### config.mk
export PLATFORM = sky130hd
export DESIGN_NAME = mux4_sel_arbiter_flat
export DESIGN_NICKNAME = d
export VERILOG_FILES = /design/src/rtl/mux4_sel_arbiter_pkg.sv /design/src/rtl/mux4_sel_arbiter_if.sv /design/src/rtl/mux4_sel_arbiter_rr_pick4.sv /design/src/rtl/mux4_sel_arbiter.sv /design/src/flat_wrapper.sv
export SDC_FILE = /design/constraint.sdc
export NUM_CORES = 1
export LEC_CHECK = 0
export BUFFER_PORTS_ARGS = -buffer_cell sky130_fd_sc_hd__buf_2
export CORE_MARGIN = 5
export CORE_UTILIZATION = 40
export DETAILED_ROUTE_END_ITERATION = 12
export SETUP_SLACK_MARGIN = 0.3
export SYNTH_ARGS = -nofsm -noshare
export SYNTH_HDL_FRONTEND = slang
export SYNTH_SLANG_ARGS = --single-unit
### constraint.sdc
create_clock -name clk -period 2.7 [get_ports clk]
set_input_delay 0.405 -clock clk [delete_from_list [all_inputs] [get_ports clk]]
set_output_delay 0.405 -clock clk [all_outputs]
set_load 0.03 [all_outputs]
### src/rtl/mux4_sel_arbiter_pkg.sv
// Shared constants and FSM encoding for the 4-source mux select arbiter.
package mux_arb_pkg;
  localparam int N_SRC = 4;
  localparam int SEL_W = 2;

  typedef enum logic {
    ST_IDLE  = 1'b0,
    ST_GRANT = 1'b1
  } state_t;
endpackage

### src/rtl/mux4_sel_arbiter_if.sv
// Request/select bundle between the sources and the arbiter driving the mux select.
interface mux4_sel_arbiter_if;
  logic [mux_arb_pkg::N_SRC-1:0] req;
  logic                          done;
  logic [mux_arb_pkg::SEL_W-1:0] sel;
  logic [mux_arb_pkg::N_SRC-1:0] gnt;
  logic                          busy;
  logic                          timeout;

  modport master (output req, done, input sel, gnt, busy, timeout);
  modport slave  (input req, done, output sel, gnt, busy, timeout);
endinterface

### src/rtl/mux4_sel_arbiter_rr_pick4.sv
// Rotating-priority picker: first set request scanning ptr, ptr+1, ... mod 4.
module rr_pick4
  import mux_arb_pkg::*;
(
  input  logic [N_SRC-1:0] req,
  input  logic [SEL_W-1:0] ptr,
  output logic             any,
  output logic [SEL_W-1:0] idx
);
  logic [SEL_W-1:0] cand;

  always_comb begin
    any  = |req;
    idx  = ptr;
    cand = ptr;
    // Descending scan so the candidate closest to ptr wins.
    for (int k = N_SRC - 1; k >= 0; k--) begin
      cand = ptr + SEL_W'(k);
      if (req[cand]) idx = cand;
    end
  end
endmodule

### src/rtl/mux4_sel_arbiter.sv
// Round-robin arbiter driving a 4:1 mux select; all outputs registered.
// Optional forced release after MAX_HOLD grant cycles: MUX4_SEL_ARB_TIMEOUT_EN.
module mux4_sel_arbiter
  import mux_arb_pkg::*;
#(
  parameter int MAX_HOLD = 15,
  parameter int HW       = 8
) (
  input  logic               clk,
  input  logic               rst,
  mux4_sel_arbiter_if.slave  bus
);
  if (MAX_HOLD < 2 || MAX_HOLD > 255 || MAX_HOLD >= (1 << HW))
    $error("mux4_sel_arbiter: MAX_HOLD out of range for HW");

  state_t           state, state_nx;
  logic [SEL_W-1:0] ptr, ptr_nx, sel_q, sel_nx;
  logic [N_SRC-1:0] gnt_q, gnt_nx;
  logic             busy_q, busy_nx, to_q, to_nx;
  logic             any;
  logic [SEL_W-1:0] idx;
  logic             forced, rel;

  rr_pick4 u_pick (.req(bus.req), .ptr(ptr), .any(any), .idx(idx));

`ifdef MUX4_SEL_ARB_TIMEOUT_EN
  logic [HW-1:0] cnt;

  // Cleared while idle so every grant starts counting from zero.
  always_ff @(posedge clk or posedge rst) begin
    if (rst)                    cnt <= '0;
    else if (state == ST_IDLE)  cnt <= '0;
    else if (!bus.done)         cnt <= cnt + 1'b1;
  end

  assign forced = (state == ST_GRANT) && !bus.done && (cnt == HW'(MAX_HOLD - 1));
`else
  assign forced = 1'b0;
`endif

  assign rel = (state == ST_GRANT) && (bus.done || forced);

  always_ff @(posedge clk or posedge rst) begin
    if (rst) state <= ST_IDLE;
    else     state <= state_nx;
  end

  always_comb begin
    state_nx = state;
    case (state)
      ST_IDLE:  if (any) state_nx = ST_GRANT;
      ST_GRANT: if (rel) state_nx = ST_IDLE;
      default:  state_nx = ST_IDLE;
    endcase
  end

  // Next values of the registered outputs; sel is retained across release.
  always_comb begin
    ptr_nx  = ptr;
    sel_nx  = sel_q;
    gnt_nx  = gnt_q;
    busy_nx = busy_q;
    to_nx   = 1'b0;
    if (state == ST_IDLE && any) begin
      sel_nx  = idx;
      gnt_nx  = N_SRC'(1) << idx;
      busy_nx = 1'b1;
    end else if (rel) begin
      gnt_nx  = '0;
      busy_nx = 1'b0;
      ptr_nx  = sel_q + 1'b1;
      to_nx   = forced;
    end
  end

  always_ff @(posedge clk or posedge rst) begin
    if (rst) begin
      ptr    <= '0;
      sel_q  <= '0;
      gnt_q  <= '0;
      busy_q <= 1'b0;
      to_q   <= 1'b0;
    end else begin
      ptr    <= ptr_nx;
      sel_q  <= sel_nx;
      gnt_q  <= gnt_nx;
      busy_q <= busy_nx;
      to_q   <= to_nx;
    end
  end

  assign bus.sel     = sel_q;
  assign bus.gnt     = gnt_q;
  assign bus.busy    = busy_q;
  assign bus.timeout = to_q;
endmodule

### src/flat_wrapper.sv
// flat-port wrapper written by rule: the top's interface ports become plain ports
module mux4_sel_arbiter_flat import mux_arb_pkg::*;
#(
  parameter int MAX_HOLD = 15,
  parameter int HW       = 8
)
  (clk, rst, bus_req, bus_done, bus_sel, bus_gnt, bus_busy, bus_timeout);
  mux4_sel_arbiter_if bus_i ();
  input  logic clk;
  input  logic rst;
  input wire logic [$bits(bus_i.req)-1:0] bus_req;
  input wire logic [$bits(bus_i.done)-1:0] bus_done;
  output wire logic [$bits(bus_i.sel)-1:0] bus_sel;
  output wire logic [$bits(bus_i.gnt)-1:0] bus_gnt;
  output wire logic [$bits(bus_i.busy)-1:0] bus_busy;
  output wire logic [$bits(bus_i.timeout)-1:0] bus_timeout;
  assign bus_i.req = bus_req;
  assign bus_i.done = bus_done;
  assign bus_sel = bus_i.sel;
  assign bus_gnt = bus_i.gnt;
  assign bus_busy = bus_i.busy;
  assign bus_timeout = bus_i.timeout;
  mux4_sel_arbiter #(.MAX_HOLD(MAX_HOLD), .HW(HW)) u_core (.clk(clk), .rst(rst), .bus(bus_i));
endmodule
==> impl_results.md <==
* Outcome: finished clean
* Final Hold Viols at 0
* Die H at 46.46 um
* First-pass GRT wire length at approximately 1800 um
* Cell chain of the critical path: buf_2 > nor4_1 > or2_1 > nor3_1 > a32o_1
* Die boundary width at 46.46 um
* Post-synth EDFFs at 0
* Area delta synth->final at 19.06%
* Cell row count at 13
* R2R setup slack at 1.24 ns
* Root Buffer Master: clkbuf_4
* Net switching power at roughly 0.24 mW
* Worst min-delay path class: in2async
* Sequential power share at 38.8%
* Sw frac at 40.29%
* Startpoint types: primary input
* Seq cells post-synth at 10
* Met2 Use GR at 16.48%
* Final Setup Violations at 0
* Synthesized area per cell at 9.847 sq um
* Critical path's slowest cell: nor4_1
* CP max stage delay at 0.42 ns
* Crit path arrival time at 1.67 ns
* Worst-path maximum fanout at 12
* Tot GR Track Use at 12.81%
* Die area at 0.002159 sq mm
* Post-route clock period utilization at 55.76%
* GPL Wtd Cong at ~0.76
* Clk pin slew, worst setup/hold paths at roughly 0.070 ns
* Worst Reg-to-Reg Cells at 4
* Clock sink count at 10
* Grt total ovfl at 0
* Starting DRT DRC Count at 4
* Initial antenna violation count at 0
* Internal power at 0.3495 mW
* Ys async rst share at 100.0%
* Setup TNS at 0 ns
* Final instance area at 633.1 sq um
* Vias at 430
* Fmax at 0.6643 GHz
* Core Region at 0.001285 sq mm
* # H-tree levels at 1
* Slew Viols, Final at 0
* Reg2reg start: u_core.ptr[1]
* Setup CP Type: in2reg
* Antenna diodes at 0
* Busiest grt layer: met1
* Final Non-Filler Cells at 84
* Sequential area share after synthesis at 47.06%
* Total Wirelength at 1060 um
* Detailed Routing Iterations Pass 1 at 4
* DRC violations left at 0
* Ys Warns at 0
* Clock buffer depth at 2
* M1 GR Usage at 16.75%
* Cts repair resizes at 0
* Final ANT Viol Nets at 0
* Largest net degree at the start of global routing at 13
* Post-placement cell count at 80
* Syn Std Cell Area at between 500 and 600 sq um
* Wire per inst at 12.62 um
* CTS Hold Bufs at 0
* Slew Limit Headroom at between 60 and 70%
* Hpwl dp at about 770 um
* CTS Buf Count at 3
* Filler cell count in the final layout at ~140
* Peak VDD IR at 0.4198 mV
* MaxCap Viol Count at 0
* Post-CTS Setup Inserts at 0
* RSZ-0062 raised after global routing: no
* Syn_nets at 61
* Crit end category: flop
* CTS tree: yes
* Top Ports at 15
* Combinational share of power at 38.0%
* Vias per cell at 5.119
* WP data required at ~2.9 ns
* Final total power at 0.5853 mW
* P per Cell Area at approximately 920 mW/mm^2
* Post-Route Utilization at 49.27%
* Placed instance area at 596.8 sq um
* Clk Latency, worst-skew pair at 0.27 ns
* Worst-Margin Slew at about 0.54 ns
* Layout cell share with drive strength beyond 1 at 27.54%
* P_leak at 0.3145 nW
* NumNets Final at 77
* Min cycle time layout at 1.505 ns
* Synth Flop Type: dfrtp_1
* Netlist cell types at 27
* GR Util met3 at 5.859%
* Synth Instances at 54
* R2R Path End: u_core.bus.gnt[2]
* IO Port Bufs at 13
* Clock power frac at 23.2%
* Vias in the first global route at 399
* Clock Skew at 0.01047 ns
* Initial Util at around two fifths
-- power by group through the flow --
stage / Clock [mW] / Combinational (mW) / Sequential [mW]
detailed placement: 0 / 0.224 / 0.229
global placement: 0 / 0.222 / 0.229
global route: 0.156 / 0.241 / 0.234
finish: 0.136 / 0.223 / 0.227
CTS: 0.142 / 0.224 / 0.227
floorplan: 0 / 0.112 / 0.281
-- through the flow --
stage                     hold WS, ns  setup slack, ns
after global placement         0.4030           0.9504
after detailed placement       0.4107           0.9093
final                         0.09481            1.195
after CTS                      0.1030            1.201
after global routing           0.1194            1.124
after floorplan                0.2452            1.342
-- cell usage in the layout (no fill, tap or decap), types with 2 or more instances in the layout --
master and count:
a21oi_1 2, buf_2 13, clkbuf_4 3, dfrtp_1 10, inv_1 3, nand2_1 6
nand3_1 2, nor2_1 5, nor2b_1 2, nor3_1 2, o21ai_0 2, o21ai_1 2
or2_1 2
-- kinds of logic (layout without fill, tap and decap cells) --
family | count (synthesis) | count (layout) | synth area share (%)
xor+xnor | 1 | 1 | 1.647
buf+inv | 5 | 20 | 5.647
simple gates | 22 | 22 | 20.24
flops | 10 | 10 | 47.06
other cells | 1 | 1 | 0.7052
compound gates | 14 | 14 | 22.83
mux | 1 | 1 | 1.882
-- worst max-delay path by stage --
stage	startpoint	end	slack [ns]	cells past startpoint
after floorplan	u_core.ptr[1]	u_core.bus.gnt[2]	1.34	4
after global placement	bus_req[0]	u_core.bus.gnt[0]	0.95	5
after detailed placement	bus_req[1]	u_core.bus.gnt[0]	0.91	5
after CTS	bus_req[1]	u_core.bus.gnt[0]	1.20	5
after global routing	bus_req[0]	u_core.bus.gnt[0]	1.12	5
final	bus_req[0]	u_core.bus.gnt[0]	1.19	5
-- cells in the mapped netlist (all sizes together) (2+ instances only) --
cell type	n	share of area, %
a21oi	2	1.9
nor2	5	3.5
nor2b	2	2.4
buf	2	3.5
o31ai	2	3.8
or2	2	2.4
nand2	6	4.2
nand3	2	1.9
nor3	2	1.9
o21ai	4	3.8
dfrtp	10	47
inv	3	2.1
-- registers in the layout (all words and copies together), names as in the netlist --
name / cells
u_core.bus.busy: 1
u_core.bus.gnt: 4
u_core.bus.sel: 2
u_core.state: 1
u_core.ptr: 2
-- area by class of cell --
class	count	area [sq um]	share of cell area, %
Clock buffer	4	36.28	5.731
Inverter	3	11.26	1.779
Multi-Input combinational cell	39	251.5	39.72
Sequential cell	10	250.2	39.53
Tap cell	15	18.77	2.964
Timing Repair Buffer	13	65.06	10.28
-- critical path, delay by kind of cell --
| family | cells | cell delay [ns] |
|---|---|---|
| buffers and inverters | 1 | 0.14 |
| AOI/OAI and AO/OA | 1 | 0.21 |
| and+or+nand+nor | 3 | 0.92 |
-- metal layers --
layer / vias to the layer above / wire (um)
met5: - / 0
met4: 0 / 25
met3: 5 / 78
met2: 12 / 458
met1: 193 / 497
li1: 220 / -
Power figures use the tool's default switching activity.
